==> src/rtl/serv_dbus_if_pkg.sv <==
// Shared types and constants for the SERV data-bus Wishbone adapter.
//   state_e      : adapter FSM states
//   SZ_*         : access size codes as presented by the core (11 behaves as word)
//   CNT_W        : width of the bus timeout counter
//   is_aligned() : natural-alignment test for a size / address-LSB pair
package serv_dbus_if_pkg;

  typedef enum logic [1:0] {
    ST_IDLE = 2'b00,
    ST_BUS  = 2'b01,
    ST_DONE = 2'b10
  } state_e;

  localparam logic [1:0] SZ_BYTE = 2'b00;
  localparam logic [1:0] SZ_HALF = 2'b01;
  localparam logic [1:0] SZ_WORD = 2'b10;

  localparam int CNT_W = 8;

  function automatic logic is_aligned(input logic [1:0] size, input logic [1:0] lsb);
    case (size)
      SZ_BYTE: return 1'b1;
      SZ_HALF: return ~lsb[0];
      default: return (lsb == 2'b00);
    endcase
  endfunction

endpackage

==> src/rtl/serv_dbus_lane.sv <==
// Byte-lane steering for stores: purely combinational.
//   i_size    : access size code
//   i_adr_lsb : address bits [1:0]
//   i_wdat    : LSB-aligned store data
//   o_sel     : Wishbone byte enables
//   o_dat     : store data replicated across all lanes it may land on
module serv_dbus_lane
  import serv_dbus_if_pkg::*;
(
  input  logic [1:0]  i_size,
  input  logic [1:0]  i_adr_lsb,
  input  logic [31:0] i_wdat,
  output logic [3:0]  o_sel,
  output logic [31:0] o_dat
);

  always_comb begin
    o_sel = 4'b1111;
    o_dat = i_wdat;
    case (i_size)
      SZ_BYTE: begin
        o_sel = 4'b0001 << i_adr_lsb;
        o_dat = {4{i_wdat[7:0]}};
      end
      SZ_HALF: begin
        o_sel = 4'b0011 << {i_adr_lsb[1], 1'b0};
        o_dat = {2{i_wdat[15:0]}};
      end
      default: begin
        o_sel = 4'b1111;
        o_dat = i_wdat;
      end
    endcase
  end

endmodule

==> src/rtl/serv_dbus_if.sv <==
// SERV data-bus to Wishbone adapter with misalignment rejection and bus timeout.
//   i_clk, i_rst_n          : clock, async active-low reset
//   i_req/i_we/i_size/i_adr/i_wdat : core access request, sampled in IDLE only
//   i_wb_ack, i_wb_rdt      : Wishbone response
//   o_wb_adr/dat/sel/we/cyc : Wishbone request, held stable through BUS
//   o_rdat, o_load          : registered load word and its one-cycle valid
//   o_ack                   : one-cycle completion pulse (loads and stores)
//   o_misalign, o_err       : one-cycle rejection / timeout pulses
//   o_busy                  : FSM not in IDLE
// TIMEOUT = number of BUS cycles allowed without ack; 0 disables the timeout.
module serv_dbus_if
  import serv_dbus_if_pkg::*;
#(
  parameter int TIMEOUT = 255
) (
  input  logic        i_clk,
  input  logic        i_rst_n,
  input  logic        i_req,
  input  logic        i_we,
  input  logic [1:0]  i_size,
  input  logic [31:0] i_adr,
  input  logic [31:0] i_wdat,
  input  logic        i_wb_ack,
  input  logic [31:0] i_wb_rdt,
  output logic [31:0] o_wb_adr,
  output logic [31:0] o_wb_dat,
  output logic [3:0]  o_wb_sel,
  output logic        o_wb_we,
  output logic        o_wb_cyc,
  output logic [31:0] o_rdat,
  output logic        o_load,
  output logic        o_ack,
  output logic        o_misalign,
  output logic        o_err,
  output logic        o_busy
);

  // Timeout fires on the TIMEOUT-th BUS cycle, i.e. when the count of
  // already-elapsed unacked cycles equals TIMEOUT-1.
  localparam logic [CNT_W-1:0] TO_LAST = CNT_W'(TIMEOUT - 1);

  state_e            r_state;
  state_e            w_state_nxt;
  logic              w_capture;
  logic              w_misalign;
  logic              w_timeout;
  logic              w_to_hit;
  logic [3:0]        w_sel;
  logic [31:0]       w_dat;
  logic [CNT_W-1:0]  r_cnt;
  logic [31:0]       r_adr;
  logic [31:0]       r_dat;
  logic [3:0]        r_sel;
  logic              r_we;
  logic [31:0]       r_rdat;
  logic              r_misalign;
  logic              r_err;

  serv_dbus_lane u_lane (
    .i_size    (i_size),
    .i_adr_lsb (i_adr[1:0]),
    .i_wdat    (i_wdat),
    .o_sel     (w_sel),
    .o_dat     (w_dat)
  );

  assign w_to_hit = (TIMEOUT != 0) && (r_cnt == TO_LAST);

  always_ff @(posedge i_clk or negedge i_rst_n) begin
    if (!i_rst_n) r_state <= ST_IDLE;
    else          r_state <= w_state_nxt;
  end

  always_comb begin
    w_state_nxt = r_state;
    w_capture   = 1'b0;
    w_misalign  = 1'b0;
    w_timeout   = 1'b0;
    case (r_state)
      ST_IDLE: begin
        if (i_req) begin
          if (is_aligned(i_size, i_adr[1:0])) begin
            w_state_nxt = ST_BUS;
            w_capture   = 1'b1;
          end else begin
            w_misalign  = 1'b1;
          end
        end
      end
      ST_BUS: begin
        // ack has priority over a coincident timeout
        if (i_wb_ack) begin
          w_state_nxt = ST_DONE;
        end else if (w_to_hit) begin
          w_state_nxt = ST_IDLE;
          w_timeout   = 1'b1;
        end
      end
      ST_DONE: w_state_nxt = ST_IDLE;
      default: w_state_nxt = ST_IDLE;
    endcase
  end

  always_ff @(posedge i_clk or negedge i_rst_n) begin
    if (!i_rst_n) begin
      r_adr      <= '0;
      r_dat      <= '0;
      r_sel      <= '0;
      r_we       <= 1'b0;
      r_rdat     <= '0;
      r_cnt      <= '0;
      r_misalign <= 1'b0;
      r_err      <= 1'b0;
    end else begin
      r_misalign <= w_misalign;
      r_err      <= w_timeout;
      if (w_capture) begin
        r_adr <= {i_adr[31:2], 2'b00};
        r_dat <= w_dat;
        r_sel <= w_sel;
        r_we  <= i_we;
        r_cnt <= '0;
      end else if (r_state == ST_BUS && !i_wb_ack) begin
        r_cnt <= r_cnt + 1'b1;
      end
      if (r_state == ST_BUS && i_wb_ack && !r_we) r_rdat <= i_wb_rdt;
    end
  end

  assign o_wb_adr   = r_adr;
  assign o_wb_dat   = r_dat;
  assign o_wb_sel   = r_sel;
  assign o_wb_cyc   = (r_state == ST_BUS);
  assign o_wb_we    = (r_state == ST_BUS) && r_we;
  assign o_rdat     = r_rdat;
  assign o_ack      = (r_state == ST_DONE);
  assign o_load     = (r_state == ST_DONE) && !r_we;
  assign o_misalign = r_misalign;
  assign o_err      = r_err;
  assign o_busy     = (r_state != ST_IDLE);

endmodule

==> config.mk <==
export PLATFORM = sky130hd
export DESIGN_NAME = serv_dbus_if
export DESIGN_NICKNAME = d
export VERILOG_FILES = /design/src/rtl/serv_dbus_if_pkg.sv /design/src/rtl/serv_dbus_lane.sv /design/src/rtl/serv_dbus_if.sv
export SDC_FILE = /design/constraint.sdc
export NUM_CORES = 1
export LEC_CHECK = 0
export ABC_AREA = 1
export BUFFER_PORTS_ARGS = -buffer_cell sky130_fd_sc_hd__buf_4
export CORE_MARGIN = 2
export CORE_UTILIZATION = 43
export DETAILED_ROUTE_END_ITERATION = 7
export PLACE_DENSITY = 0.77
export SLEW_MARGIN = 20
export SYNTH_ARGS = -nofsm -noshare
export SYNTH_HDL_FRONTEND = slang
export SYNTH_SLANG_ARGS = --single-unit
==> constraint.sdc <==
create_clock -name i_clk -period 1.2 [get_ports i_clk]
set_input_delay 0.18 -clock i_clk [delete_from_list [all_inputs] [get_ports i_clk]]
set_output_delay 0.18 -clock i_clk [all_outputs]
set_load 0.01 [all_outputs]
; ---- After elaboration in Yosys (flattened, before gate mapping)
; Index checks and enable logic that the tools add are counted.
[word_totals]
wordCells = 54
output_inout_bits = 107
reg_bits = 111
input_bits = 103
[op_classes]
n_addsub = 1
n_eq_ne = 7
n_reduce_logical = 13
bitwise_logic = 1
n_shift = 2
n_mux = 21
[ops]
columns = op, n
row1 = 32-bit one-hot mux with 2 select lines, 1
row2 = 8-bit two-way mux, 2
row3 = 1-bit two-way mux, 11
row4 = "8-bit by 1-bit adder with 8-bit output, second input constant", 1
row5 = "8-bit == test, second input constant", 1
row6 = 2-bit two-way mux, 4
row7 = 4-bit one-hot mux with 2 select lines, 1
row8 = 2-bit zero test, 3
row9 = 1-bit logical AND, 5
row10 = "2-bit by 1-bit == test with 1-bit output, second input constant", 2
row11 = "2-bit != test, second input constant", 2
row12 = 2-bit one-hot mux with 2 select lines, 1
row13 = 2-bit nonzero test, 2
row14 = "1-bit by 2-bit left shift with 4-bit output, first input constant", 1
row15 = "2-bit by 2-bit left shift with 4-bit output, first input constant", 1
row16 = "3-bit by 2-bit != test with 1-bit output, second input constant", 1
row17 = 3-bit AND reduction, 1
row18 = "2-bit == test, second input constant", 1
row19 = 1-bit zero test, 2
row20 = 1-bit one-hot mux with 2 select lines, 1
row21 = 1-bit NOT, 1

; ---- Depth between registers and ports, before layout
[depth]
word_depth = 8
mapped_depth = 8
mapped_depth_nobuf = 7

; ---- By module
; Synthesis repeated with hierarchy kept, for this count alone.
[unflattened]
hier_cells = 614
hier_area_um2 = 5039.8
[modules_own_cells]
columns = module, seq_area_each_um2, n_inst, cells_per_inst, area_per_inst_um2
row1 = serv_dbus_if, 2777.7, 1, 516, 4480.5
row2 = serv_dbus_lane, 0.0, 1, 98, 559.3

; ---- Worst setup path after synthesis
; No wires, ideal clock.
[synth_path]
kind = reg-to-reg
startpoint = register r_state[0]
endpoint = register r_dat[12], in the netlist o_wb_dat[12]
period_less_slack_ns = 1.332
stages_incl_launch_ff = 9
setup_slack_ns = -0.132
t_required_ns = 1.067
arrival_ns = 1.200
n_path_buf = 2
setup_time_ns = 0.133
path_cell_list = dfrtp_1 inv_2 nand2_1 nor2_1 nand2_4 buf_6 buf_6 nand2_1 o21ai_0
[synth_via]
elab_chain_cells = 2
[synth_lines]
columns = item, line_no
row1 = start: declaration, serv_dbus_if.sv:42  ; state_e r_state;
row2 = start signal: assignment, serv_dbus_if.sv:71  ; else r_state <= w_state_nxt;
row3 = 2-bit zero test, serv_dbus_if.sv:79  ; case (r_state)
row4 = 1-bit two-way mux, serv_dbus_if.sv:79
row5 = end signal: assignment, serv_dbus_if.sv:119  ; r_dat <= w_dat;
row6 = end: declaration, serv_dbus_if.sv:52  ; logic [31:0] r_dat;
; Every way passes these cells.
; A chain may end at the register's enable or synchronous reset.

; ---- Final worst setup path
[layout_path]
startpoint = register r_state[1]
endpoint = register r_dat[17], in the netlist o_wb_dat[17]
; Same word-level chain as after synthesis.

==> out/results.ini <==
[run_status]
failed_checks=setup timing
status=finished, violations left

[floorplanning]
core_area_sq_um=10840
io_pins=210
die_y_microns=109.6
initial_utilization_pct=44.26
die_x_microns=109.6
rows=38
die-area_sq_um=12020

[timing]
slew_violations=0
max_slew_margin_pct=66.73
setup_ws_ps=-258.8
setup_tns_ps=-22970
fmax_ghz=0.6855
rsz0062_at_grt=true
hold_viol_final=0
period_needed_ps=1459
period_share_pct=121.6
skew_ps=17.82
max_slew.worst_pin.slew_ps=497.2
setup_viol=113

[final_layout]
syn_to_final_growth_pct=62.89
antenna_cells=0
final_nets=928
drive_gt1_share_pct=41.67
fin_util_pct=72.10
stdcell_area_sq_um=7816
fillers=793

[min_path]
whs_endpoint=o_rdat[29]
min_from=i_wb_rdt[29]
hold_class=in2reg
worst_hold_path.num_cells=3

[placement]
pre_cts_ws_ps=-90.49
portBuffers=207
post-dp-hpwl_microns=9699
gp_congestion=0.8179
placed_area_sq_um=6651

[detailed_routing]
wire_per_inst_microns=16.40
drt-initial-drc-count=405
ant_nets=0
dr.max_layer_used=met4
firstDrtPassIters=5
via_per_inst=5.037
routed-wl-met3_microns=1271
vias=4876
drcViolationCount=0
drt_wl_total_microns=15870
routed-wl-met2_microns=8026
drt-met1-wl_microns=6202

[logic_synthesis]
yosys.area.top_type_share_pct=57.89
synthDistinctLibCells=26
synth_flop_cell=dfrtp_1
synth_area_leader_cell=dfrtp_1
ys_async_sr_fraction_pct=100.0
synth.yosys.seq_area_share_pct=57.89
synthCells=562
ys_seq_elements=111
synth_area_leaders=dfrtp_1 (58%), nand2_1 (19%), nand3_1 (3.9%)
yosysWarnings=0
synth-edff-count=0
syn_avg_cell_area_sq_um=8.538
yosys.cell_count.top_type=nand2_1
syn_area_sq_um=4798
synth_commonest_cells=nand2_1 (244), dfrtp_1 (111), nand3_1 (37)

[setup_path]
rr_endpoint=o_wb_dat[17]
cp.buffers_inverters=2
cp.arrival_ps=1730
cpMaxStageDelayCell=dfrtp_1
cp_max_fo=12
start_kind=flip-flop
r2r_cells=7
critPathKind=reg2reg
crit_chain=inv_2 > nand2_4 > nor2_4 > nand2_8 > clkbuf_16 > nand2_1 > o21ai_1
reg2reg_slack_ps=-260
path_delay_family=simple AND/OR/NAND/NOR gates
end_kind=flip-flop
cp.required_ps=1470
r2r_start=r_state[1]
slowest_delay_ps=410

[power_and_ir_drop]
power_leakage_uw=0.004192
p_per_area_nw_per_um2=1760
ir_drop_mv=1.169
finalPower_uw=13760

[grt]
grt_pass1_vias=4731
grt_max_degree=34
grt_pass1_wl_microns=22980
grt_usage_pct=24.52
antenna_found_initial=0
grt_overflow=0

[clock_network]
cts_max_path_buffers=2
clkTransAtPathRegs_ps=120
htreeDepth=3
cts_buffers=9
clock_latency_ps=380
root_buffer=clkbuf_8
clock_sinks=111
cts_tree=done

[flow_run]
drv_cap=0

==> metrics by stage <==
stage          std cells  hold slack [ps]
6_report             968            32.74
5_1_grt              968            11.64
4_1_cts              960            8.694
3_5_place_dp         904            122.4
3_3_place_gp         904            118.5
2_1_floorplan        563           -115.6
==> state kept, by name, summed over array words and instances, names as in the netlist <==
name and count:
o_wb_sel 4, o_wb_dat 32, r_we 1, r_cnt 8, o_wb_adr 30, o_misalign 1, o_rdat 32, o_err 1
r_state 2
==> cell type report <==
cell class | instances | area, sq um | area share [%]
Clock buffer | 9 | 123.9 | 1.585
Clock inverter | 7 | 82.58 | 1.057
Inverter | 30 | 125.1 | 1.601
Multi-Input combinational cell | 394 | 2028 | 25.95
Sequential cell | 111 | 2779 | 35.55
Tap cell | 140 | 175.2 | 2.241
Timing Repair Buffer | 277 | 2502 | 32.02
==> power breakdown <==
part,internal [uW],leakage [uW],switching (uW)
Combinational,2890,0.00270,2710
Clock,843,0.000101,1440
Sequential,4980,0.00140,900
Total,8710,0.00419,5050
==> worst reg2reg max path, delay by kind of cell (launching register included) <==
| family | cells | cell delay (ps) |
|---|---|---|
| AND/OR/NAND/NOR | 4 | 550 |
| flip-flops | 1 | 410 |
| buffers and inverters | 2 | 360 |
| AO/OA/AOI/OAI | 1 | 50 |
==> what timing repair did <==
action	in CTS	in global routing
endpoints found under the setup margin	111	114
hold endpoints to repair	50	1
hold buffers	31	1
resized for setup	29	76
cloned	6	6
pin swaps	5	16
buffers inserted	3	2
==> kinds of logic after synthesis <==
group           synth area share (%)
flops                          57.89
other cells                  0.07815
xor+xnor                      0.1826
buf+inv                        6.571
fa+ha+maj                     0.5214
compound gates                 7.953
simple gates                   26.81
==> placed cells by master, fill, tap and decap left out, types with 3 or more instances in the layout <==
cell	Yosys	final
buf_16	0	6
o21ai_2	4	16
nand4_1	4	4
dfrtp_1	111	110
nor2_2	2	3
a21boi_0	7	7
inv_8	0	3
buf_4	2	215
nor2_1	29	24
nand3_1	37	35
nand2_2	0	29
nand2_1	244	198
buf_12	0	8
o21ai_1	19	21
a21oi_1	21	21
inv_1	24	24
clkinv_8	0	3
nor2_4	0	4
clkbuf_8	0	9
clkbuf_16	0	4
nand2_4	2	19
inv_2	5	5
buf_6	8	10
dlygate4sd3_1	0	32
==> metal layers <==
| layer | track usage, % | vias up |
|---|---|---|
| met2 | 42.11 | 231 |
| li1 | - | 2290 |
| met4 | 8.680 | 0 |
| met3 | 5.928 | 31 |
| met1 | 30.08 | 2324 |
| met5 | 0 | - |
==> worst max-delay path by stage <==
| stage | cells after the start | to | from |
|---|---|---|---|
| after global placement | 7 | r_cnt[5] | r_state[1] |
| after CTS | 4 | o_load | r_state[1] |
| after floorplan | 8 | o_wb_sel[3] | r_state[0] |
| final | 7 | o_wb_dat[17] | r_state[1] |
| after detailed placement | 7 | o_rdat[17] | r_state[1] |
| after global routing | 8 | o_wb_adr[30] | r_state[1] |
Power figures use the tool's default switching activity.
